--- src/rtl/fpu_pkg.sv ---
// ----------------------------------------------------------------------------
// fpu_pkg
// Shared constants, the fp32 field layout and the add/sub sequencer state
// encoding used by the single-precision adder and its operand parser.
// ----------------------------------------------------------------------------
package fpu_pkg;

    localparam logic [7:0]  EXP_INF = 8'hFF;
    localparam logic [31:0] QNAN    = 32'h7FC0_0000;
    localparam int          MANT_W  = 24;              // hidden bit + 23 fraction bits
    localparam int          GRS_W   = 3;               // guard, round, sticky
    localparam int          ALN_W   = MANT_W + GRS_W;  // aligned mantissa width
    localparam int          SUM_W   = ALN_W + 1;       // aligned width plus carry-out

    typedef struct packed {
        logic        sign;
        logic [7:0]  exp;
        logic [22:0] frac;
    } fp32_t;

    typedef enum logic [2:0] {
        IDLE,
        SPECIAL,
        ALIGN,
        ADD,
        NORM,
        ROUND,
        DONE
    } seq_state_t;

    // {1.frac, G=0, R=0, S=0}: a normal operand's significand ready for alignment.
    function automatic logic [ALN_W-1:0] aligned_mant(input fp32_t f);
        return {1'b1, f.frac, {GRS_W{1'b0}}};
    endfunction

endpackage

--- src/rtl/operands.sv ---
// ----------------------------------------------------------------------------
// operands
// Combinational fp32 operand parser. Splits both operands into fields,
// classifies each (zero/denormal, infinity, NaN) and reports which one has
// the larger magnitude together with the exponent distance between them.
//
// Ports
//   x_i, y_i      in   operands (fp32 fields)
//   x_o, y_o      out  decomposed operands
//   x_zero_o ...  out  exp == 0 (zero or denormal, both treated as zero)
//   x_inf_o  ...  out  exp == 0xFF, frac == 0
//   x_nan_o  ...  out  exp == 0xFF, frac != 0
//   x_greater_o   out  |x| >= |y|
//   exp_shift_o   out  |exp_x - exp_y|
// ----------------------------------------------------------------------------
module operands import fpu_pkg::*; (
    input  fp32_t      x_i,
    input  fp32_t      y_i,
    output fp32_t      x_o,
    output fp32_t      y_o,
    output logic       x_zero_o,
    output logic       y_zero_o,
    output logic       x_inf_o,
    output logic       y_inf_o,
    output logic       x_nan_o,
    output logic       y_nan_o,
    output logic       x_greater_o,
    output logic [7:0] exp_shift_o
);

    assign x_o = x_i;
    assign y_o = y_i;

    assign x_zero_o = (x_i.exp == 8'h00);
    assign y_zero_o = (y_i.exp == 8'h00);
    assign x_inf_o  = (x_i.exp == EXP_INF) && (x_i.frac == '0);
    assign y_inf_o  = (y_i.exp == EXP_INF) && (y_i.frac == '0);
    assign x_nan_o  = (x_i.exp == EXP_INF) && (x_i.frac != '0);
    assign y_nan_o  = (y_i.exp == EXP_INF) && (y_i.frac != '0);

    // Exponent-then-fraction ordering is the magnitude ordering for fp32.
    assign x_greater_o = ({x_i.exp, x_i.frac} >= {y_i.exp, y_i.frac});
    assign exp_shift_o = x_greater_o ? (x_i.exp - y_i.exp) : (y_i.exp - x_i.exp);

endmodule

--- src/rtl/fpu_add_seq.sv ---
// ----------------------------------------------------------------------------
// fpu_add_seq
// Multi-cycle IEEE-754 single-precision add/subtract. One operand pair is in
// flight at a time. NaN/infinity/zero operands resolve in one SPECIAL cycle;
// normal operands walk ALIGN -> ADD -> NORM -> ROUND (nearest-even). The
// result is held in DONE until the consumer takes it.
//
// Ports
//   clk_i, rst_n_i   clock (rising edge), asynchronous active-low reset
//   in_valid_i       operand pair valid
//   in_ready_o       idle, a pair is accepted when in_valid_i is high
//   x_i, y_i, sub_i  operands; sub_i=1 computes x - y
//   out_valid_o      result valid (held until out_ready_i)
//   out_ready_i      consumer takes the result
//   result_o         fp32 result
//   invalid_o        inf-inf or NaN operand
//   overflow_o       result rounded to infinity
//
// Parameters
//   ALIGN_STEP  bits shifted per ALIGN cycle (1, 2, 4 or 8)
//   MAX_SHIFT   exponent distance at which the smaller operand becomes sticky
// ----------------------------------------------------------------------------
module fpu_add_seq import fpu_pkg::*; #(
    parameter int ALIGN_STEP = 1,
    parameter int MAX_SHIFT  = 26
) (
    input  logic        clk_i,
    input  logic        rst_n_i,
    input  logic        in_valid_i,
    output logic        in_ready_o,
    input  logic [31:0] x_i,
    input  logic [31:0] y_i,
    input  logic        sub_i,
    output logic        out_valid_o,
    input  logic        out_ready_i,
    output logic [31:0] result_o,
    output logic        invalid_o,
    output logic        overflow_o
);

    localparam logic [7:0] STEP_C      = 8'(ALIGN_STEP);
    localparam logic [7:0] MAX_SHIFT_C = 8'(MAX_SHIFT);
    localparam int         HID         = ALN_W - 1;   // hidden-bit position in sum

    // ---------------------------------------------------------------- state
    seq_state_t       state_q,    state_d;
    fp32_t            x_q,        x_d;
    fp32_t            y_q,        y_d;
    logic [ALN_W-1:0] big_q,      big_d;
    logic [ALN_W-1:0] small_q,    small_d;
    logic [7:0]       cnt_q,      cnt_d;
    logic             loaded_q,   loaded_d;
    logic [8:0]       exp_q,      exp_d;
    logic             sign_q,     sign_d;
    logic [SUM_W-1:0] sum_q,      sum_d;
    logic [31:0]      result_q,   result_d;
    logic             invalid_q,  invalid_d;
    logic             overflow_q, overflow_d;

    // ---------------------------------------------------------------- parser
    fp32_t      x_dec, y_dec, big_f, small_f;
    logic       x_zero, y_zero, x_inf, y_inf, x_nan, y_nan, x_greater;
    logic [7:0] exp_shift;

    operands u_operands (
        .x_i         (x_q),
        .y_i         (y_q),
        .x_o         (x_dec),
        .y_o         (y_dec),
        .x_zero_o    (x_zero),
        .y_zero_o    (y_zero),
        .x_inf_o     (x_inf),
        .y_inf_o     (y_inf),
        .x_nan_o     (x_nan),
        .y_nan_o     (y_nan),
        .x_greater_o (x_greater),
        .exp_shift_o (exp_shift)
    );

    assign big_f   = x_greater ? x_dec : y_dec;
    assign small_f = x_greater ? y_dec : x_dec;

    // ---------------------------------------------------------------- datapath helpers
    logic             eff_sub;
    logic [7:0]       step;
    logic [ALN_W-1:0] lost_mask;
    logic [ALN_W-1:0] small_shr;
    logic [SUM_W-1:0] add_res;
    logic             round_up;
    logic [MANT_W:0]  mant_r;
    logic [8:0]       exp_r;
    logic [22:0]      frac_r;
    logic             accept_special;

    // y already carries the sub_i sign flip, so unlike signs mean a true subtract.
    assign eff_sub = x_dec.sign ^ y_dec.sign;

    // Right shift by min(ALIGN_STEP, remaining); shifted-out bits fold into sticky.
    assign step      = (cnt_q < STEP_C) ? cnt_q : STEP_C;
    assign lost_mask = (ALN_W'(1) << step) - ALN_W'(1);
    assign small_shr = (small_q >> step) | {{(ALN_W-1){1'b0}}, |(small_q & lost_mask)};

    // big_q always holds the larger magnitude, so the difference never goes negative.
    assign add_res = eff_sub ? ({1'b0, big_q} - {1'b0, small_q})
                             : ({1'b0, big_q} + {1'b0, small_q});

    // Nearest-even: round up when G is set and (R | S | LSB).
    assign round_up = sum_q[2] & (sum_q[1] | sum_q[0] | sum_q[3]);
    assign mant_r   = {1'b0, sum_q[HID:GRS_W]} + {{MANT_W{1'b0}}, round_up};
    assign exp_r    = exp_q + {8'd0, mant_r[MANT_W]};
    assign frac_r   = mant_r[MANT_W] ? mant_r[23:1] : mant_r[22:0];

    assign accept_special = (x_i[30:23] == EXP_INF) || (x_i[30:23] == 8'h00) ||
                            (y_i[30:23] == EXP_INF) || (y_i[30:23] == 8'h00);

    // ---------------------------------------------------------------- next state
    always_comb begin
        // NOTE: every variable gets its hold value first so no path through the case infers a latch.
        state_d    = state_q;
        x_d        = x_q;
        y_d        = y_q;
        big_d      = big_q;
        small_d    = small_q;
        cnt_d      = cnt_q;
        loaded_d   = loaded_q;
        exp_d      = exp_q;
        sign_d     = sign_q;
        sum_d      = sum_q;
        result_d   = result_q;
        invalid_d  = invalid_q;
        overflow_d = overflow_q;

        unique case (state_q)
            IDLE: begin
                if (in_valid_i) begin
                    x_d        = x_i;
                    y_d        = y_i ^ {sub_i, 31'd0};
                    loaded_d   = 1'b0;
                    invalid_d  = 1'b0;
                    overflow_d = 1'b0;
                    state_d    = accept_special ? SPECIAL : ALIGN;
                end
            end

            SPECIAL: begin
                if (x_nan || y_nan) begin
                    result_d  = QNAN;
                    invalid_d = 1'b1;
                end else if (x_inf && y_inf && eff_sub) begin
                    result_d  = QNAN;
                    invalid_d = 1'b1;
                end else if (x_inf) begin
                    result_d = x_q;
                end else if (y_inf) begin
                    result_d = y_q;
                end else if (x_zero && y_zero) begin
                    // -0 only when both are -0.
                    result_d = {x_dec.sign & y_dec.sign, 31'd0};
                end else if (x_zero) begin
                    result_d = y_q;
                end else begin
                    result_d = x_q;
                end
                state_d = DONE;
            end

            ALIGN: begin
                if (!loaded_q) begin
                    // First ALIGN cycle: load significands and the shift distance.
                    loaded_d = 1'b1;
                    sign_d   = big_f.sign;
                    exp_d    = {1'b0, big_f.exp};
                    big_d    = aligned_mant(big_f);
                    if (exp_shift >= MAX_SHIFT_C) begin
                        // Entirely below the sticky position: only its non-zero-ness matters.
                        small_d = ALN_W'(1);
                        cnt_d   = 8'd0;
                        state_d = ADD;
                    end else begin
                        small_d = aligned_mant(small_f);
                        cnt_d   = exp_shift;
                        if (exp_shift == 8'd0) begin
                            state_d = ADD;
                        end
                    end
                end else begin
                    small_d = small_shr;
                    cnt_d   = cnt_q - step;
                    if (cnt_q == step) begin
                        state_d = ADD;
                    end
                end
            end

            ADD: begin
                if (add_res == '0) begin
                    // Exact cancellation is +0 regardless of operand signs.
                    result_d = 32'd0;
                    state_d  = DONE;
                end else begin
                    sum_d   = add_res;
                    state_d = NORM;
                end
            end

            NORM: begin
                if (sum_q[SUM_W-1]) begin
                    sum_d   = {1'b0, sum_q[SUM_W-1:2], sum_q[1] | sum_q[0]};
                    exp_d   = exp_q + 9'd1;
                    state_d = ROUND;
                end else if (sum_q[HID]) begin
                    state_d = ROUND;
                end else if (exp_q == 9'd1) begin
                    // One more left shift would need exponent 0: flush, no denormals.
                    result_d = {sign_q, 31'd0};
                    state_d  = DONE;
                end else begin
                    sum_d = {sum_q[SUM_W-2:0], 1'b0};
                    exp_d = exp_q - 9'd1;
                end
            end

            ROUND: begin
                if (exp_r >= {1'b0, EXP_INF}) begin
                    result_d   = {sign_q, EXP_INF, 23'd0};
                    overflow_d = 1'b1;
                end else begin
                    result_d = {sign_q, exp_r[7:0], frac_r};
                end
                state_d = DONE;
            end

            DONE: begin
                if (out_ready_i) begin
                    state_d = IDLE;
                end
            end

            default: state_d = IDLE;
        endcase
    end

    // ---------------------------------------------------------------- registers
    // NOTE: the datapath registers are reset too, so an operation interrupted by reset leaves nothing behind.
    always_ff @(posedge clk_i or negedge rst_n_i) begin
        if (!rst_n_i) begin
            state_q    <= IDLE;
            x_q        <= '0;
            y_q        <= '0;
            big_q      <= '0;
            small_q    <= '0;
            cnt_q      <= '0;
            loaded_q   <= 1'b0;
            exp_q      <= '0;
            sign_q     <= 1'b0;
            sum_q      <= '0;
            result_q   <= '0;
            invalid_q  <= 1'b0;
            overflow_q <= 1'b0;
        end else begin
            // NOTE: non-blocking so every register samples the values from before this edge.
            state_q    <= state_d;
            x_q        <= x_d;
            y_q        <= y_d;
            big_q      <= big_d;
            small_q    <= small_d;
            cnt_q      <= cnt_d;
            loaded_q   <= loaded_d;
            exp_q      <= exp_d;
            sign_q     <= sign_d;
            sum_q      <= sum_d;
            result_q   <= result_d;
            invalid_q  <= invalid_d;
            overflow_q <= overflow_d;
        end
    end

    assign in_ready_o  = (state_q == IDLE);
    assign out_valid_o = (state_q == DONE);
    assign result_o    = result_q;
    assign invalid_o   = invalid_q;
    assign overflow_o  = overflow_q;

endmodule

--- config.mk ---
export PLATFORM = sky130hd
export DESIGN_NAME = fpu_add_seq
export DESIGN_NICKNAME = d
export VERILOG_FILES = /design/src/rtl/fpu_pkg.sv /design/src/rtl/operands.sv /design/src/rtl/fpu_add_seq.sv
export SDC_FILE = /design/constraint.sdc
export NUM_CORES = 1
export LEC_CHECK = 0
export ABC_AREA = 1
export BUFFER_PORTS_ARGS = -buffer_cell sky130_fd_sc_hd__clkbuf_2
export CAP_MARGIN = 10
export CORE_MARGIN = 3
export CORE_UTILIZATION = 58
export CTS_BUF_LIST = sky130_fd_sc_hd__clkbuf_8
export DETAILED_ROUTE_END_ITERATION = 8
export GPL_TIMING_DRIVEN = 0
export PLACE_DENSITY = 0.89
export SLEW_MARGIN = 20
export SYNTH_ARGS = -nofsm -noshare
export SYNTH_HDL_FRONTEND = slang
export SYNTH_SLANG_ARGS = --single-unit
--- constraint.sdc ---
create_clock -name clk_i -period 3.5 [get_ports clk_i]
set_input_delay 0.7 -clock clk_i [delete_from_list [all_inputs] [get_ports clk_i]]
set_output_delay 0.7 -clock clk_i [all_outputs]
set_load 0.02 [all_outputs]
==> metrics.md, run 1 <==
| Metric | Value |
|---|---|
| Crit. End Element | `register` |
| Port Buffer Count | `104` |
| Max-cap violations | `0` |
| Worst Tran Pin Value | `1.086 ns` |
| Max_slew headroom | `27.36%` |
| Crit-path max cell delay | `0.39 ns` |
| Num rows | `61` |
| CTS tree | `yes` |
| H-tree levels | `4` |
| Die W | `174.4 µm` |
| Routability cong. | `1.133` |
| Maximum clock frequency | `0.2425 GHz` |
| DR vias/cell | `6.030` |
| # clock sinks | `199` |
| Netlist Area Pre-Place | `16450 µm²` |
| Top_reg_cell synth | `dfrtp_1` |
| Slew Limit Fails | `0` |
| # fillers | `2575` |
| Area Growth Syn to Fin | `14.49%` |
| Starting Density | `59.03%` |
| RSZ-0062 raised after global routing | `true` |
| Ys Warns | `0` |
| Fraction of registers with async set/reset | `100.0%` |
| Count of cell types in the netlist | `53` |
| Core box area | `27860 µm²` |
| Final routed DRC violation total | `1` |
| CP required | `3.96 ns` |
| Largest net degree at the start of global routing | `93` |
| Vias in the first global route | `17256` |
| Endpoints failing hold | `0` |
| Number of synthesized flops with an enable pin | `0` |
| Initial DRC count | `2472` |
| Worst r2r src | `sum_q[3]` |
| Clk root buf | `clkbuf_8` |
| Routed Antenna Nets | `0` |
| Slowest CP cell | `dfrtp_1` |
| WL per Instance | `19.83 µm` |
| Synth Register Bits | `199` |
| # nets final | `2888` |
| Most frequent cells after synthesis | `nand2_1 (787), inv_1 (325), o21ai_0 (227), dfrtp_1 (199), nor2_1 (175)` |
| Synth area leader | `dfrtp_1` |
| Seq/Total Area, Yosys | `30.28%` |
| Critical Path Start Type | `register` |
| Final worst-path cycle share | `117.8%` |
| Worst EP arrival | `4.58 ns` |
| Die ar. | `30410 µm²` |
| Setup slack, reg-to-reg | `-0.62 ns` |
| Setup CP Type | `register to register` |
| Drt pass-1 iters | `9` |
| Deepest clock path buffer count | `2` |
| Congestion Overflow GR | `0` |
| Most instantiated library cell after synthesis | `nand2_1` |
| Antenna Cells | `0` |
| Worst skew pair latency | `0.51 ns` |
| Status | `finished with violations` |
| Via count | `18748` |
| First-pass GRT wire length | `93.96 mm` |
| Period minus WS final | `4.124 ns` |
| # hold bufs at CTS | `0` |
| Syn nets | `2696` |
| Initial antenna violation count | `0` |
| Worst slack, placed | `-1.478 ns` |
| Violated checks | `design-rule violations, negative setup slack` |
| Top-area cell type share of the netlist area | `30.28%` |
| Reg2Reg Capture Point | `result_o[8]` |
| Die Y | `174.4 µm` |
| Setup Skew | `0.02477 ns` |
| Area contributors post-synth | `dfrtp_1 (30%), nand2_1 (18%), ha_1 (7.5%), inv_1 (7.4%), o21ai_0 (6.9%)` |
| Syn Area/Cell | `6.511 µm²` |
| Worst Reg-to-Reg Cells | `31` |
| Min setup slack post-route | `-0.6241 ns` |
| WL final | `61.65 mm` |
| Syn Inst Count | `2526` |
| I/O pin count | `105` |
| Clk slew on worst S/H paths | `0.12 ns` |
| Final setup violating endpoints | `32` |
| Most frequent CP cell | `buf_4` |
| Worst Hold Class | `input port to asynchronous set/reset pin` |
| Proportion of layout cells with a drive suffix above 1 | `13.33%` |
| Worst-path maximum fanout | `3` |
| Detailed Place HPWL | `47.94 mm` |
| GRT Resource Usage Total | `39.25%` |
| Total CTS buffers | `17` |
worst max-delay path: cells and delay by family (launching register included):
kind / cells / cell delay [ns]
buffers and inverters: 21 / 2.51
AOI/OAI and AO/OA: 3 / 0.48
and+or+nand+nor: 6 / 0.58
DFF: 1 / 0.39
adders and majority gates: 1 / 0.13
logic make-up (layout without fill, tap and decap cells):
logic type               Yosys count  in the layout  share of synthesized area, %
AO/OA/AOI/OAI                    521            522                         18.40
buffers and inverters            440            644                         10.63
flip-flops                       199            199                         30.28
adder cells (fa/ha/maj)          101            101                         7.821
AND/OR/NAND/NOR                 1232           1232                         31.11
XOR/XNOR                          33             33                         1.757
cell usage in the layout, fill, tap and decap left out, types with 6 or more instances in the layout:
cell type / count
a21o_1: 6
a21oi_1: 127
a21oi_2: 16
a31oi_1: 7
buf_2: 18
buf_4: 65
buf_6: 11
clkbuf_1: 60
clkbuf_2: 111
clkbuf_4: 9
clkbuf_8: 20
dfrtp_1: 197
ha_1: 87
ha_2: 9
inv_1: 322
inv_2: 7
nand2_1: 771
nand2_2: 17
nand2_4: 7
nand3_1: 129
nand4_1: 40
nor2_1: 161
nor2_2: 16
nor3_1: 51
nor4_1: 11
o2111ai_1: 8
o211ai_1: 9
o21a_1: 23
o21ai_0: 205
o21ai_1: 28
o21ai_2: 8
o21bai_1: 8
o221ai_1: 28
o32ai_1: 26
xnor2_1: 6
xor2_1: 25
through the flow:
| stage | utilization, % | cell area [µm²] | cells | setup TNS, ns | hold slack, ns |
|---|---|---|---|---|---|
| 2_1_floorplan | - | 16460 | 2526 | 0 | 0.4044 |
| 3_3_place_gp | 62.67 | 17460 | 3008 | -441.32 | 0.4654 |
| 3_5_place_dp | 62.90 | 17520 | 3010 | -44.77 | 0.4683 |
| 4_1_cts | 66.28 | 18470 | 3097 | -15.47 | 0.1426 |
| 5_1_grt | 67.59 | 18830 | 3109 | -20.21 | 0.1415 |
| 6_report | 67.59 | 18830 | 3109 | -15.20 | 0.1232 |
state kept, by name, summed over array words and instances (netlist names), 3 cells and up:
name,flops
result_o,32
x_q,32
y_q,32
sum_q,28
small_q,27
big_q,24
exp_q,9
cnt_q,8
state_q,3
cell type report:
cell class	instances	area, µm²	area share, %
Buffer	106	528.0	2.804
Clock buffer	19	261.5	1.389
Clock inverter	13	108.9	0.5781
Inverter	334	1256	6.672
Multi-Input combinational cell	1888	10120	53.77
Sequential cell	199	4982	26.46
Tap cell	378	473.0	2.512
Timing Repair Buffer	172	1095	5.815
what timing repair did:
action,CTS,global route
pin swaps,25,35
setup endpoints to repair,78,122
cloned,1,0
resized for setup,59,92
setup buffers,54,14
per-layer routing:
| layer | track usage [%] | part of all wire, % | routed length (µm) | vias up |
|---|---|---|---|---|
| li1 | - | - | - | 8640 |
| met5 | 0 | 0 | 0 | - |
| met4 | 21.28 | 6.7 | 4115 | 0 |
| met1 | 52.70 | 40 | 24550 | 8694 |
| met2 | 60.20 | 43 | 26650 | 1167 |
| met3 | 7.230 | 10 | 6330 | 247 |
worst max-delay path by stage:
stage / start / to / slack [ns] / cells after the start
2_1_floorplan: sum_q[2] / result_o[12] / 0.04 / 24
3_3_place_gp: rst_n_i / sum_q[17] / -2.04 / 1
3_5_place_dp: sum_q[2] / result_o[12] / -1.48 / 24
4_1_cts: sum_q[3] / result_o[12] / -0.59 / 24
5_1_grt: sum_q[3] / result_o[6] / -0.73 / 26
6_report: sum_q[3] / result_o[8] / -0.62 / 31
Power of run 1 is left out: the tool's default activity adds up to more than one toggle a clock period on the data nets, which glitch-free logic cannot reach.
==> inputs of run 2 (changes only) <==
--- a/config.mk
+++ b/config.mk
@@ -14,7 +14,7 @@
 export DETAILED_ROUTE_END_ITERATION = 8
 export GPL_TIMING_DRIVEN = 0
 export PLACE_DENSITY = 0.89
-export SLEW_MARGIN = 20
+export SETUP_SLACK_MARGIN = 0.2
 export SYNTH_ARGS = -nofsm -noshare
 export SYNTH_HDL_FRONTEND = slang
 export SYNTH_SLANG_ARGS = --single-unit
==> run 2 against run 1 <==
  * The flow finishes with violations (negative setup slack)
  * Non-clock buffer count up 44
  * Sequential share of layout area is 1.0 points lower
  * Core utilization grew 2.6 points
  * Critical endpoint is now result_o[15]
==> metrics.md, run 2 (synthesis gave the netlist of run 1 again) <==
| Metric | Value |
|---|---|
| Worst skew pair latency | `0.51 ns (about the same)` |
| # nets final | `2933 (+1.6%)` |
| Met1 Resource Use GR | `52.78% (+0.081 points)` |
| Final worst-path cycle share | `123.0% (+5.1 points)` |
| CTS tree | `yes` |
| Status | `finished with violations` |
| Worst r2r src | `sum_q[2]` |
| I/O pin count | `105 (unchanged)` |
| First-pass GRT wire length | `97.43 mm (+3.7%)` |
| DR vias/cell | `6.100 (+1.2%)` |
| Crit. End Element | `register` |
| Clk root buf | `clkbuf_8` |
| Period minus WS final | `4.304 ns (+0.1800 ns)` |
| Initial antenna violation count | `1 (+1)` |
| Worst EP arrival | `4.71 ns (+0.13 ns)` |
| WL final | `63.92 mm (+3.7%)` |
| Share of the core filled with cells | `70.22% (+2.6 points)` |
| Min setup slack post-route | `-0.8041 ns (-0.1800 ns)` |
| Most common cell after layout, fill and taps aside | `nand2_1` |
| Slew Limit Fails | `0 (unchanged)` |
| Port Buffer Count | `104 (unchanged)` |
| Core box area | `27860 µm² (unchanged)` |
| Violated checks | `negative setup slack` |
| Setup crit start | `sum_q[2]` |
| GR Util met2 | `61.45% (+1.3 points)` |
| Grt peak-use layer | `met2` |
| Routability cong. | `1.085 (-4.3%)` |
| Deepest clock path buffer count | `2 (unchanged)` |
| # placed instances | `3009 (-0.033%)` |
| Total CTS buffers | `17 (unchanged)` |
| Placed Area | `17560 µm² (+0.21%)` |
| Max_slew headroom | `36.50% (+9.1 points)` |
| Routed Antenna Nets | `0 (unchanged)` |
| Proportion of layout cells with a drive suffix above 1 | `17.69% (+4.4 points)` |
| Final setup violating endpoints | `32 (unchanged)` |
| Worst Tran Pin Value | `0.9484 ns (-0.1379 ns)` |
| Worst Reg-to-Reg Cells | `27 (-13%)` |
| # clock sinks | `199 (unchanged)` |
| Initial DRC count | `2854 (+15%)` |
| Register area | `4981 µm² (about the same)` |
| Via count | `19245 (+2.7%)` |
| Worst slack, placed | `-1.237 ns (+0.2414 ns)` |
| Most frequent cells in the layout | `nand2_1 (743), inv_1 (310), o21ai_0 (198), dfrtp_1 (198), nor2_1 (148)` |
| GRT Resource Usage Total | `40.50% (+1.3 points)` |
| Die W | `174.4 µm (unchanged)` |
| Vias in the first global route | `17797 (+3.1%)` |
| Detailed Place HPWL | `47.70 mm (-0.49%)` |
| Area of the multi-input gates | `10490 µm² (+3.6%)` |
| Setup Skew | `0.02752 ns (+0.002745 ns)` |
| Largest net degree at the start of global routing | `113 (+22%)` |
| Congestion Overflow GR | `0 (unchanged)` |
| Maximum clock frequency | `0.2323 GHz (-4.2%)` |
| # fillers | `2427 (-5.7%)` |
| Endpoints failing hold | `0 (unchanged)` |
| Met3 Use GR | `9.720% (+2.5 points)` |
| Clk slew on worst S/H paths | `0.12 ns (about the same)` |
| Critical Path Start Type | `register` |
| Num rows | `61 (unchanged)` |
| Max-cap violations | `0 (unchanged)` |
| WL per Instance | `20.26 µm (+2.2%)` |
| Worst Hold Class | `input port to asynchronous set/reset pin` |
| Starting Density | `59.03% (unchanged)` |
| H-tree levels | `4 (unchanged)` |
| Drt pass-1 iters | `6 (-3)` |
| Fin area | `19560 µm² (+3.9%)` |
| Worst-path maximum fanout | `4 (+1)` |
| Die ar. | `30410 µm² (unchanged)` |
| Final routed DRC violation total | `0 (-1)` |
| Die Y | `174.4 µm (unchanged)` |
| CP required | `3.90 ns (-0.06 ns)` |
| RSZ-0062 raised after global routing | `true` |
| Setup CP Type | `register to register` |
| Fin cells | `3155 (+1.5%)` |
| # hold bufs at CTS | `0 (unchanged)` |
| Area Growth Syn to Fin | `18.95%` |
[run 2: final timing paths]
check,endpoint,slack (ns)
min in group clk_i,x_q[19],0.38
worst max-delay path,result_o[15],-0.80
worst min-delay path,y_q[20],0.22
worst max register to register,result_o[15],-0.80
max in group asynchronous,sum_q[10],2.25
worst min register to register,result_o[18],0.50
[run 2: critical path, stage by stage (launching register included)]
cell	delay, ns
dfrtp_1	0.40
nand2_2	0.07
inv_2	0.07
ha_4	0.13
nand4_1	0.11
nor2_1	0.17
nand2_1	0.11
nor2_2	0.18
nand2_2	0.12
nor2_4	0.13
nand3_4	0.09
nor2_4	0.11
nand4_1	0.18
nor4_4	0.49
ha_2	0.30
ha_4	0.16
nand3_4	0.11
o21ai_1	0.20
o21ai_2	0.09
nor2_1	0.11
nand2_1	0.09
nand2_4	0.11
nor2_4	0.07
buf_4	0.17
o211ai_1	0.15
nand2_1	0.10
nand2_1	0.11
nand2_1	0.06
[run 2: what timing repair did]
item,in CTS,in global routing
buffers inserted,75,36
pin swaps,30,46
cloned,1,1
gates resized for setup,56,201
setup endpoints to repair,115,127
[run 2: metrics by stage]
| stage | hold WS [ns] | TNS, ns |
|---|---|---|
| after detailed placement | 0.4675 | -34.14 |
| after CTS | 0.2540 | -7.794 |
| final | 0.2152 | -21.82 |
| after floorplan | 0.4044 | 0 |
| after global routing | 0.2628 | -27.31 |
| after global placement | 0.4662 | -433.43 |
[run 2: metal layers]
| metal | vias up | part of all wire [%] |
|---|---|---|
| met5 | - | 0 |
| met4 | 0 | 7.1 |
| met3 | 284 | 10 |
| met2 | 1256 | 43 |
| met1 | 8955 | 39 |
| li1 | 8750 | - |
[run 2: area by class of cell]
type / instances / share of cell area [%]
sequential: 199 / 25.46
buffer: 106 / 2.929
antenna: 1 / 0.01279
clock inverter: 14 / 0.7036
timing repair buffer: 216 / 7.163
multi-input combinational: 1889 / 53.62
inverter: 334 / 6.421
tap: 378 / 2.418
clock buffer: 18 / 1.266
Power of run 2 is left out for the same reason.
